<file path="config.mk">
export PLATFORM = sky130hd
export DESIGN_NAME = video_timing_gen
export DESIGN_NICKNAME = d
export VERILOG_FILES = /design/src/rtl/video_timing_gen.sv
export SDC_FILE = /design/constraint.sdc
export NUM_CORES = 1
export LEC_CHECK = 0
export ABC_AREA = 0
export CORE_MARGIN = 2
export CORE_UTILIZATION = 30
export DETAILED_ROUTE_END_ITERATION = 12
export HOLD_SLACK_MARGIN = 0.03
export PLACE_DENSITY = 0.52
export SYNTH_ARGS = -nofsm -noshare
export SYNTH_HDL_FRONTEND = slang
export SYNTH_SLANG_ARGS = --single-unit
</file>
<file path="constraint.sdc">
create_clock -name clk_sys -period 3.9 [get_ports clk_sys]
set_input_delay 0.975 -clock clk_sys [delete_from_list [all_inputs] [get_ports clk_sys]]
set_output_delay 0.975 -clock clk_sys [all_outputs]
set_load 0.01 [all_outputs]
</file>
<file path="src/rtl/video_timing_gen.sv">
// Raster timing generator: pixel-enable divider, H/V counters, blank/sync/DE flags
// and line/frame strobes, with an optional line-doubled vertical mode.

module video_timing_gen_param_chk #(
    parameter int HW         = 10,
    parameter int VW         = 10,
    parameter int H_TOTAL    = 640,
    parameter int H_BL_START = 550,
    parameter int H_SY_START = 579,
    parameter int H_SY_END   = 611,
    parameter int V_TOTAL    = 312,
    parameter int V_BL_START = 300,
    parameter int V_SY_START = 304,
    parameter int V_SY_END   = 308
) ();
    generate
        if (!((H_BL_START < H_SY_START) && (H_SY_START < H_SY_END) && (H_SY_END <= H_TOTAL))) begin : g_h_bad
            $error("video_timing_gen: illegal horizontal timing parameters");
        end
        if (!((V_BL_START < V_SY_START) && (V_SY_START < V_SY_END) && (V_SY_END <= V_TOTAL))) begin : g_v_bad
            $error("video_timing_gen: illegal vertical timing parameters");
        end
        if ((V_TOTAL + V_TOTAL) > (32'd1 << VW)) begin : g_vw_bad
            $error("video_timing_gen: VW too narrow for doubled frame");
        end
        if (H_TOTAL > (32'd1 << HW)) begin : g_hw_bad
            $error("video_timing_gen: HW too narrow for line length");
        end
    endgenerate
endmodule

module video_timing_gen #(
    parameter int HW         = 10,
    parameter int VW         = 10,
    parameter int H_TOTAL    = 640,
    parameter int H_BL_START = 550,
    parameter int H_SY_START = 579,
    parameter int H_SY_END   = 611,
    parameter int V_TOTAL    = 312,
    parameter int V_BL_START = 300,
    parameter int V_SY_START = 304,
    parameter int V_SY_END   = 308,
    parameter int HS_POL     = 1,
    parameter int VS_POL     = 1
) (
    input  logic          clk_sys,
    input  logic          reset_n,
    input  logic          line_double,
    input  logic [1:0]    ce_div,
    output logic          ce_pix,
    output logic [HW-1:0] hc,
    output logic [VW-1:0] vc,
    output logic [VW-1:0] vline,
    output logic          hblank,
    output logic          vblank,
    output logic          hsync,
    output logic          vsync,
    output logic          de,
    output logic          new_line,
    output logic          new_frame,
    output logic [15:0]   frame_cnt
);

    // Thresholds carry one spare bit so a sync end equal to the total never truncates.
    localparam logic [HW-1:0] H_LAST   = HW'(H_TOTAL - 32'd1);
    localparam logic [HW-1:0] H_ONE    = HW'(32'd1);
    localparam logic [HW:0]   H_BL     = (HW+1)'(H_BL_START);
    localparam logic [HW:0]   H_SS     = (HW+1)'(H_SY_START);
    localparam logic [HW:0]   H_SE     = (HW+1)'(H_SY_END);
    localparam logic [VW-1:0] V_ONE    = VW'(32'd1);
    localparam logic [VW-1:0] VT1_LAST = VW'(V_TOTAL - 32'd1);
    localparam logic [VW-1:0] VT2_LAST = VW'(V_TOTAL + V_TOTAL - 32'd1);
    localparam logic [VW:0]   V_BL1    = (VW+1)'(V_BL_START);
    localparam logic [VW:0]   V_SS1    = (VW+1)'(V_SY_START);
    localparam logic [VW:0]   V_SE1    = (VW+1)'(V_SY_END);
    localparam logic [VW:0]   V_BL2    = (VW+1)'(V_BL_START + V_BL_START);
    localparam logic [VW:0]   V_SS2    = (VW+1)'(V_SY_START + V_SY_START);
    localparam logic [VW:0]   V_SE2    = (VW+1)'(V_SY_END + V_SY_END);
    localparam logic          HS_ACT   = (HS_POL != 0) ? 1'b1 : 1'b0;
    localparam logic          VS_ACT   = (VS_POL != 0) ? 1'b1 : 1'b0;

    video_timing_gen_param_chk #(
        .HW(HW), .VW(VW),
        .H_TOTAL(H_TOTAL), .H_BL_START(H_BL_START), .H_SY_START(H_SY_START), .H_SY_END(H_SY_END),
        .V_TOTAL(V_TOTAL), .V_BL_START(V_BL_START), .V_SY_START(V_SY_START), .V_SY_END(V_SY_END)
    ) u_param_chk ();

    logic          init_done_r;
    logic [1:0]    div_q_r;
    logic          double_q_r;
    logic [1:0]    cnt_r;
    logic          ce_pix_r;
    logic [HW-1:0] hc_r;
    logic [VW-1:0] vc_r;
    logic [VW-1:0] vline_r;
    logic          hblank_r;
    logic          vblank_r;
    logic          hsync_r;
    logic          vsync_r;
    logic          de_r;
    logic          new_line_r;
    logic          new_frame_r;
    logic [15:0]   frame_cnt_r;

    logic          line_end_s;
    logic          frame_wrap_s;
    logic          sample_s;
    logic [VW-1:0] vt_last_s;
    logic [1:0]    div_use_s;
    logic          dbl_use_s;
    logic [1:0]    cnt_nxt_s;
    logic          ce_nxt_s;
    logic [HW-1:0] hc_nxt_s;
    logic [VW-1:0] vc_nxt_s;
    logic [VW-1:0] vline_nxt_s;
    logic [VW:0]   vbs_s;
    logic [VW:0]   vss_s;
    logic [VW:0]   vse_s;
    logic          hblank_nxt_s;
    logic          vblank_nxt_s;
    logic          hsync_nxt_s;
    logic          vsync_nxt_s;

    // Next-state: mode sampling, divider, counters and flags derived from the next position.
    always_comb begin
        line_end_s   = ce_pix_r && (hc_r == H_LAST);
        vt_last_s    = double_q_r ? VT2_LAST : VT1_LAST;
        frame_wrap_s = line_end_s && (vc_r == vt_last_s);
        sample_s     = !init_done_r || frame_wrap_s;
        div_use_s    = div_q_r;
        dbl_use_s    = double_q_r;
        cnt_nxt_s    = cnt_r;
        ce_nxt_s     = 1'b0;
        hc_nxt_s     = hc_r;
        vc_nxt_s     = vc_r;
        vbs_s        = V_BL1;
        vss_s        = V_SS1;
        vse_s        = V_SE1;
        hsync_nxt_s  = ~HS_ACT;
        vsync_nxt_s  = ~VS_ACT;

        // A new frame picks up the divider immediately so its first pixel already has the new width.
        if (sample_s) begin
            div_use_s = ce_div;
            dbl_use_s = line_double;
        end else begin
            div_use_s = div_q_r;
            dbl_use_s = double_q_r;
        end

        if (cnt_r >= div_use_s) begin
            cnt_nxt_s = 2'd0;
            ce_nxt_s  = 1'b1;
        end else begin
            cnt_nxt_s = cnt_r + 2'd1;
            ce_nxt_s  = 1'b0;
        end

        if (line_end_s) begin
            hc_nxt_s = {HW{1'b0}};
            if (frame_wrap_s) begin
                vc_nxt_s = {VW{1'b0}};
            end else begin
                vc_nxt_s = vc_r + V_ONE;
            end
        end else if (ce_pix_r) begin
            hc_nxt_s = hc_r + H_ONE;
            vc_nxt_s = vc_r;
        end else begin
            hc_nxt_s = hc_r;
            vc_nxt_s = vc_r;
        end

        if (dbl_use_s) begin
            vbs_s       = V_BL2;
            vss_s       = V_SS2;
            vse_s       = V_SE2;
            vline_nxt_s = {1'b0, vc_nxt_s[VW-1:1]};
        end else begin
            vbs_s       = V_BL1;
            vss_s       = V_SS1;
            vse_s       = V_SE1;
            vline_nxt_s = vc_nxt_s;
        end

        hblank_nxt_s = ({1'b0, hc_nxt_s} >= H_BL);
        vblank_nxt_s = ({1'b0, vc_nxt_s} >= vbs_s);

        if (({1'b0, hc_nxt_s} >= H_SS) && ({1'b0, hc_nxt_s} < H_SE)) begin
            hsync_nxt_s = HS_ACT;
        end else begin
            hsync_nxt_s = ~HS_ACT;
        end

        if (({1'b0, vc_nxt_s} >= vss_s) && ({1'b0, vc_nxt_s} < vse_s)) begin
            vsync_nxt_s = VS_ACT;
        end else begin
            vsync_nxt_s = ~VS_ACT;
        end
    end

    // State and output registers.
    always_ff @(posedge clk_sys or negedge reset_n) begin
        if (!reset_n) begin
            init_done_r <= 1'b0;
            div_q_r     <= 2'd0;
            double_q_r  <= 1'b0;
            cnt_r       <= 2'd0;
            ce_pix_r    <= 1'b0;
            hc_r        <= {HW{1'b0}};
            vc_r        <= {VW{1'b0}};
            vline_r     <= {VW{1'b0}};
            hblank_r    <= 1'b0;
            vblank_r    <= 1'b0;
            hsync_r     <= ~HS_ACT;
            vsync_r     <= ~VS_ACT;
            de_r        <= 1'b0;
            new_line_r  <= 1'b0;
            new_frame_r <= 1'b0;
            frame_cnt_r <= 16'd0;
        end else begin
            init_done_r <= 1'b1;
            div_q_r     <= div_use_s;
            double_q_r  <= dbl_use_s;
            cnt_r       <= cnt_nxt_s;
            ce_pix_r    <= ce_nxt_s;
            hc_r        <= hc_nxt_s;
            vc_r        <= vc_nxt_s;
            vline_r     <= vline_nxt_s;
            hblank_r    <= hblank_nxt_s;
            vblank_r    <= vblank_nxt_s;
            hsync_r     <= hsync_nxt_s;
            vsync_r     <= vsync_nxt_s;
            de_r        <= ~(hblank_nxt_s | vblank_nxt_s);
            new_line_r  <= line_end_s;
            new_frame_r <= frame_wrap_s;
            if (frame_wrap_s) begin
                frame_cnt_r <= frame_cnt_r + 16'd1;
            end else begin
                frame_cnt_r <= frame_cnt_r;
            end
        end
    end

    assign ce_pix    = ce_pix_r;
    assign hc        = hc_r;
    assign vc        = vc_r;
    assign vline     = vline_r;
    assign hblank    = hblank_r;
    assign vblank    = vblank_r;
    assign hsync     = hsync_r;
    assign vsync     = vsync_r;
    assign de        = de_r;
    assign new_line  = new_line_r;
    assign new_frame = new_frame_r;
    assign frame_cnt = frame_cnt_r;

endmodule

</file>
# Yosys cells after proc, flatten, opt, wreduce, memory -nomap -nowiden
# Index checks and enable logic that the tools add are counted.
totals:
  inputBits: 5
  reg_bits: 60
  wordCells: 52
op_classes:
  eq_ne: 2
  mux: 15
  n_bitwise: 2
  n_reduce_logical: 6
  order_cmp: 7
  n_addsub: 4
op_table:
  columns: ["cell", "n"]
  rows:
  - ["2-to-1 mux 10 bit", 9]
  - ["greater-or-equal comparator 10 x 11 -> 1 bit", 2]
  - ["adder 10 x 1 -> 10 bit (second input constant)", 2]
  - ["greater-or-equal comparator 10 bit (second input constant)", 2]
  - ["adder 16 x 1 -> 16 bit (second input constant)", 1]
  - ["less-than comparator 10 x 11 -> 1 bit", 1]
  - ["== test 10 bit", 1]
  - ["== test 10 bit (second input constant)", 1]
  - ["less-than comparator 10 bit (second input constant)", 1]
  - ["logical AND 1 bit", 4]
  - ["2-to-1 mux 1 bit", 4]
  - ["2-to-1 mux 2 bit", 2]
  - ["adder 2 x 1 -> 2 bit (second input constant)", 1]
  - ["greater-or-equal comparator 2 bit", 1]
  - ["logical NOT 1 bit", 1]
  - ["logical OR 1 bit", 1]
  - ["inverter 1 bit", 1]
  - ["OR 1 bit", 1]

# Logic depth before layout (Yosys ltp)
logic_depth:
  depth_word: 9
  mapped_depth: 16
  mapped_depth_nobuf: 14

# Least setup slack after synthesis
# No wires, ideal clock.
synth_timing:
  path_kind: "reg-to-reg"
  start: "register hc_r[0] (netlist: hc[0])"
  end: "register de_r (netlist: de)"
  path_stages_with_launch: 14
  slack_ps: 335
  arrival_time_ps: 3445
  t_required_ps: 3780
  path_buffers: 2
  cell_sequence: "dfrtp_1 > ha_1 > buf_2 > nand2_1 > or4_4 > o31ai_4 > mux2i_1 > buf_2 > inv_1 > ha_1 > or3_1 > o211ai_1 > a32oi_1 > and3b_1"
synth_between:
  elab_chain_cells: 9
synth_lines:
  columns: ["element", "line_no", "source"]
  rows:
  - ["from (decl)", "93", "logic [HW-1:0] hc_r;"]
  - ["from (signal assigned)", "210", "hc_r <= {HW{1'b0}};"]
  - ["from (signal assigned)", "227", "hc_r <= hc_nxt_s;"]
  - ["branches (longest 7 deep; another with adder 10 x 1 -> 10 bit)", null, null]
  - ["OR 1 bit *", "234", "de_r <= ~(hblank_nxt_s | vblank_nxt_s);"]
  - ["inverter 1 bit *", "234", null]
  - ["to (signal assigned)", "234", null]
  - ["to (decl)", "100", "logic de_r;"]
# Mark *: on every way between the ends.
# A chain may end at the register's enable or synchronous reset.

# Worst setup path in the final report
layout_timing:
  start: "register hc_r[1] (netlist: hc[1])"
  end: "register de_r (netlist: de)"
# Same word-level chain as after synthesis.

==> impl_results.md <==
- Outcome: completed
- Root Driver: clkbuf_8
- Fraction of registers with async set/reset: 1.00
- EDFF count, synth: 0
- First-pass detailed-route iteration total: 4
- Row count: 37
- Buffers added on ports: 58
- Finish-stage setup viols: 0
- Initial DRC count: ~70
- Peak VDD IR: 0.172 mV
- Critical path endpoint category: flip-flop
- Initial antenna violation count: 0
- Crit path from: hc[1]$_DFF_PN0_
- Placed Area: 3840 um^2
- RSZ-0062 raised after global routing: false
- Tmin final: roughly 3.5 ns
- Share of post-route cells with drive strength above 1: 0.102
- Clock latency on the worst-skew pair: ~0.33 ns
- Setup TNS: 0 ns
- Post-DP HPWL: 5.30 mm
- GRT Util Overall: 0.137
- Worst-Margin Slew: around 0.97 ns
- Vias in the first global route: between 2000 and 2500
- Post-Syn Area: 3120 um^2
- Critical Path RT: 4.12 ns
- Synth-to-layout area growth: 29.7%
- Top cell types by occurrence after synthesis: 60 x dfrtp_1, 24 x nand2_1, 22 x xnor2_1
- CTS max path bufs: 2
- Yosys top cell by area: dfrtp_1
- Part of the Yosys area used for sequential elements: 0.482
- H-tree depth: 3
- Reg2Reg Depth: 12
- Leak: 1.78 nW
- Largest cells by area after synthesis: dfrtp_1 48%, xnor2_1 6.2%, ha_1 5.6%, nand2_1 2.9%, nor2_1 2.4%
- Core area: a little over 10000 um^2
- Count leader, synth: dfrtp_1
- Drc violations: 0
- DR vias: 2338
- Top cell type's share of synthesized area: 0.482
- Syn_nets: 313
- GPL Wtd Cong: about 0.88
- Max FO, Critical Path: 14
- N_diodes: 0
- Remaining global-route overflow: 0
- Period utilisation layout: 0.891
- CTS tree: done
- Routed WL: 7.19 mm
- Relative slew margins: 0.356
- Reg2Reg Setup Slack: between 0.4 and 0.5 ns
- Final setup margin: about 0.43 ns
- Initial Util: 0.306
- Num CTS Buffers: 9
- Worst hold path class: flip-flop to flip-flop
- Fmax: roughly 290 MHz
- Main synth FF type: dfrtp_1
- Die area: between 10000 and 15000 um^2
- Max-slew violation count: 0
- Fin nets: 378
- R2r endpoint: de$_DFF_PN0_
- First-pass GRT wire length: around 12 mm
- Synth Area per Inst: about 11 um^2
- I/O pins: 59
- Average wire per standard cell: 14.4 um
- Max-Cap Viols: 0
- WS Path Type: flip-flop to flip-flop
- Clock transition at path regs: ~0.06 ns
- Die Y: 106 um
- PD cells: approximately 430 nW/um^2
- Post-route ant nets: 0
- CP Launch Type: flip-flop
- Seq cells post-synth: 60
- Syn Inst Count: ~290
- Arr. time, crit path: 3.70 ns
- Setup Buffers After CTS: 0
- Vias/cell: 4.69
- Design Area, Final: 4040 um^2
- Final Hold Viols: 0
- Netlist cell types: 56
- Die width: 106 um
- Clk_skew: 0.00383 ns
- CP endpoint: de$_DFF_PN0_
- Largest net degree at the start of global routing: 45
- FF-to-FF Start: hc[1]$_DFF_PN0_
- Clock net sink count: 60
- Place WS: 0.329 ns
- Yosys warning count: 0
how the worst min path moves through the flow:
stage,start,to,cells after the start
6_report,cnt_r[0]$_DFF_PN0_,cnt_r[0]$_DFF_PN0_,1
5_1_grt,cnt_r[0]$_DFF_PN0_,cnt_r[0]$_DFF_PN0_,1
4_1_cts,cnt_r[0]$_DFF_PN0_,cnt_r[0]$_DFF_PN0_,1
3_5_place_dp,cnt_r[0]$_DFF_PN0_,cnt_r[0]$_DFF_PN0_,1
3_3_place_gp,cnt_r[0]$_DFF_PN0_,cnt_r[0]$_DFF_PN0_,1
2_1_floorplan,cnt_r[0]$_DFF_PN0_,cnt_r[0]$_DFF_PN0_,1
what timing repair did:
item                                    in CTS  in global routing
hold endpoints to repair                     0                  0
endpoints found under the setup margin       0                  1
hold buffers                                 0                  0
resized for setup                            0                  1
sequential cells by signal, indices dropped and copies added (netlist names), 2 cells and up:
signal	cells
frame_cnt	16
hc	10
vc	10
vline	10
cnt_r	2
div_q_r	2
metal layers:
layer  share of wire  track usage  up-vias
met5               0            0        -
met1            0.50        0.189     1117
met4           0.022       0.0630        0
li1                -            -     1166
met2            0.43        0.203       43
met3           0.040       0.0313       12
layout make-up:
class | instances | area (um^2)
repair buffers | 64 | 621
well taps | 136 | 170
multi-input cells | 206 | 1480
fillers | 1026 | 6140
clock buffers | 14 | 173
clock inverters | 1 | 30.0
flip-flops and latches | 60 | 1500
inverters | 18 | 67.6
metrics by stage:
step | utilization | instances | power (W) | hold WS [ns]
finish | 0.397 | 499 | 0.00173 | 0.470
global placement | 0.377 | 484 | 0.00117 | 0.459
CTS | 0.397 | 499 | 0.00175 | 0.476
floorplan | - | 294 | 0.00101 | 0.443
detailed placement | 0.377 | 484 | 0.00117 | 0.466
global route | 0.397 | 499 | 0.00184 | 0.496
cells by family after synthesis:
| logic type | share of synthesized area |
|---|---|
| other cells | 0.00120 |
| xor+xnor | 0.0815 |
| buf+inv | 0.0438 |
| compound gates | 0.0976 |
| mux | 0.0337 |
| fa+ha+maj | 0.0562 |
| flops | 0.482 |
| simple gates | 0.204 |
power by group:
group          switching, W  internal, W
sequential        0.0000810     0.000679
combinational      0.000202     0.000198
clock              0.000226     0.000345
total              0.000509      0.00122
worst max-delay path: stages, from the launching register on:
cell and delay (ns):
dfrtp_1 0.45, ha_2 0.31, nand2_1 0.13, or4_4 0.58
o31ai_4 0.30, mux2i_1 0.30, buf_4 0.25, ha_1 0.17
nand2_1 0.07, or3_1 0.30, o211ai_1 0.16, a32oi_1 0.13
and3b_1 0.20
cell usage in the layout (no fill, tap or decap), types with 4 or more instances in the layout:
cell and n:
nand4_1 8, clkbuf_8 12, or3_1 4, inv_1 15
clkdlybuf4s50_1 57, nor2_1 20, dfrtp_1 60, nand2_1 24
nor3_1 5, nand2b_1 6, and3_1 6, buf_4 6
o21ai_0 10, mux2_2 4, nand3_1 9, mux2i_1 6
ha_1 13, xnor2_1 22, xor2_1 7, a21oi_1 12
o211ai_1 4
No activity file was read; power rests on OpenSTA's default activity.
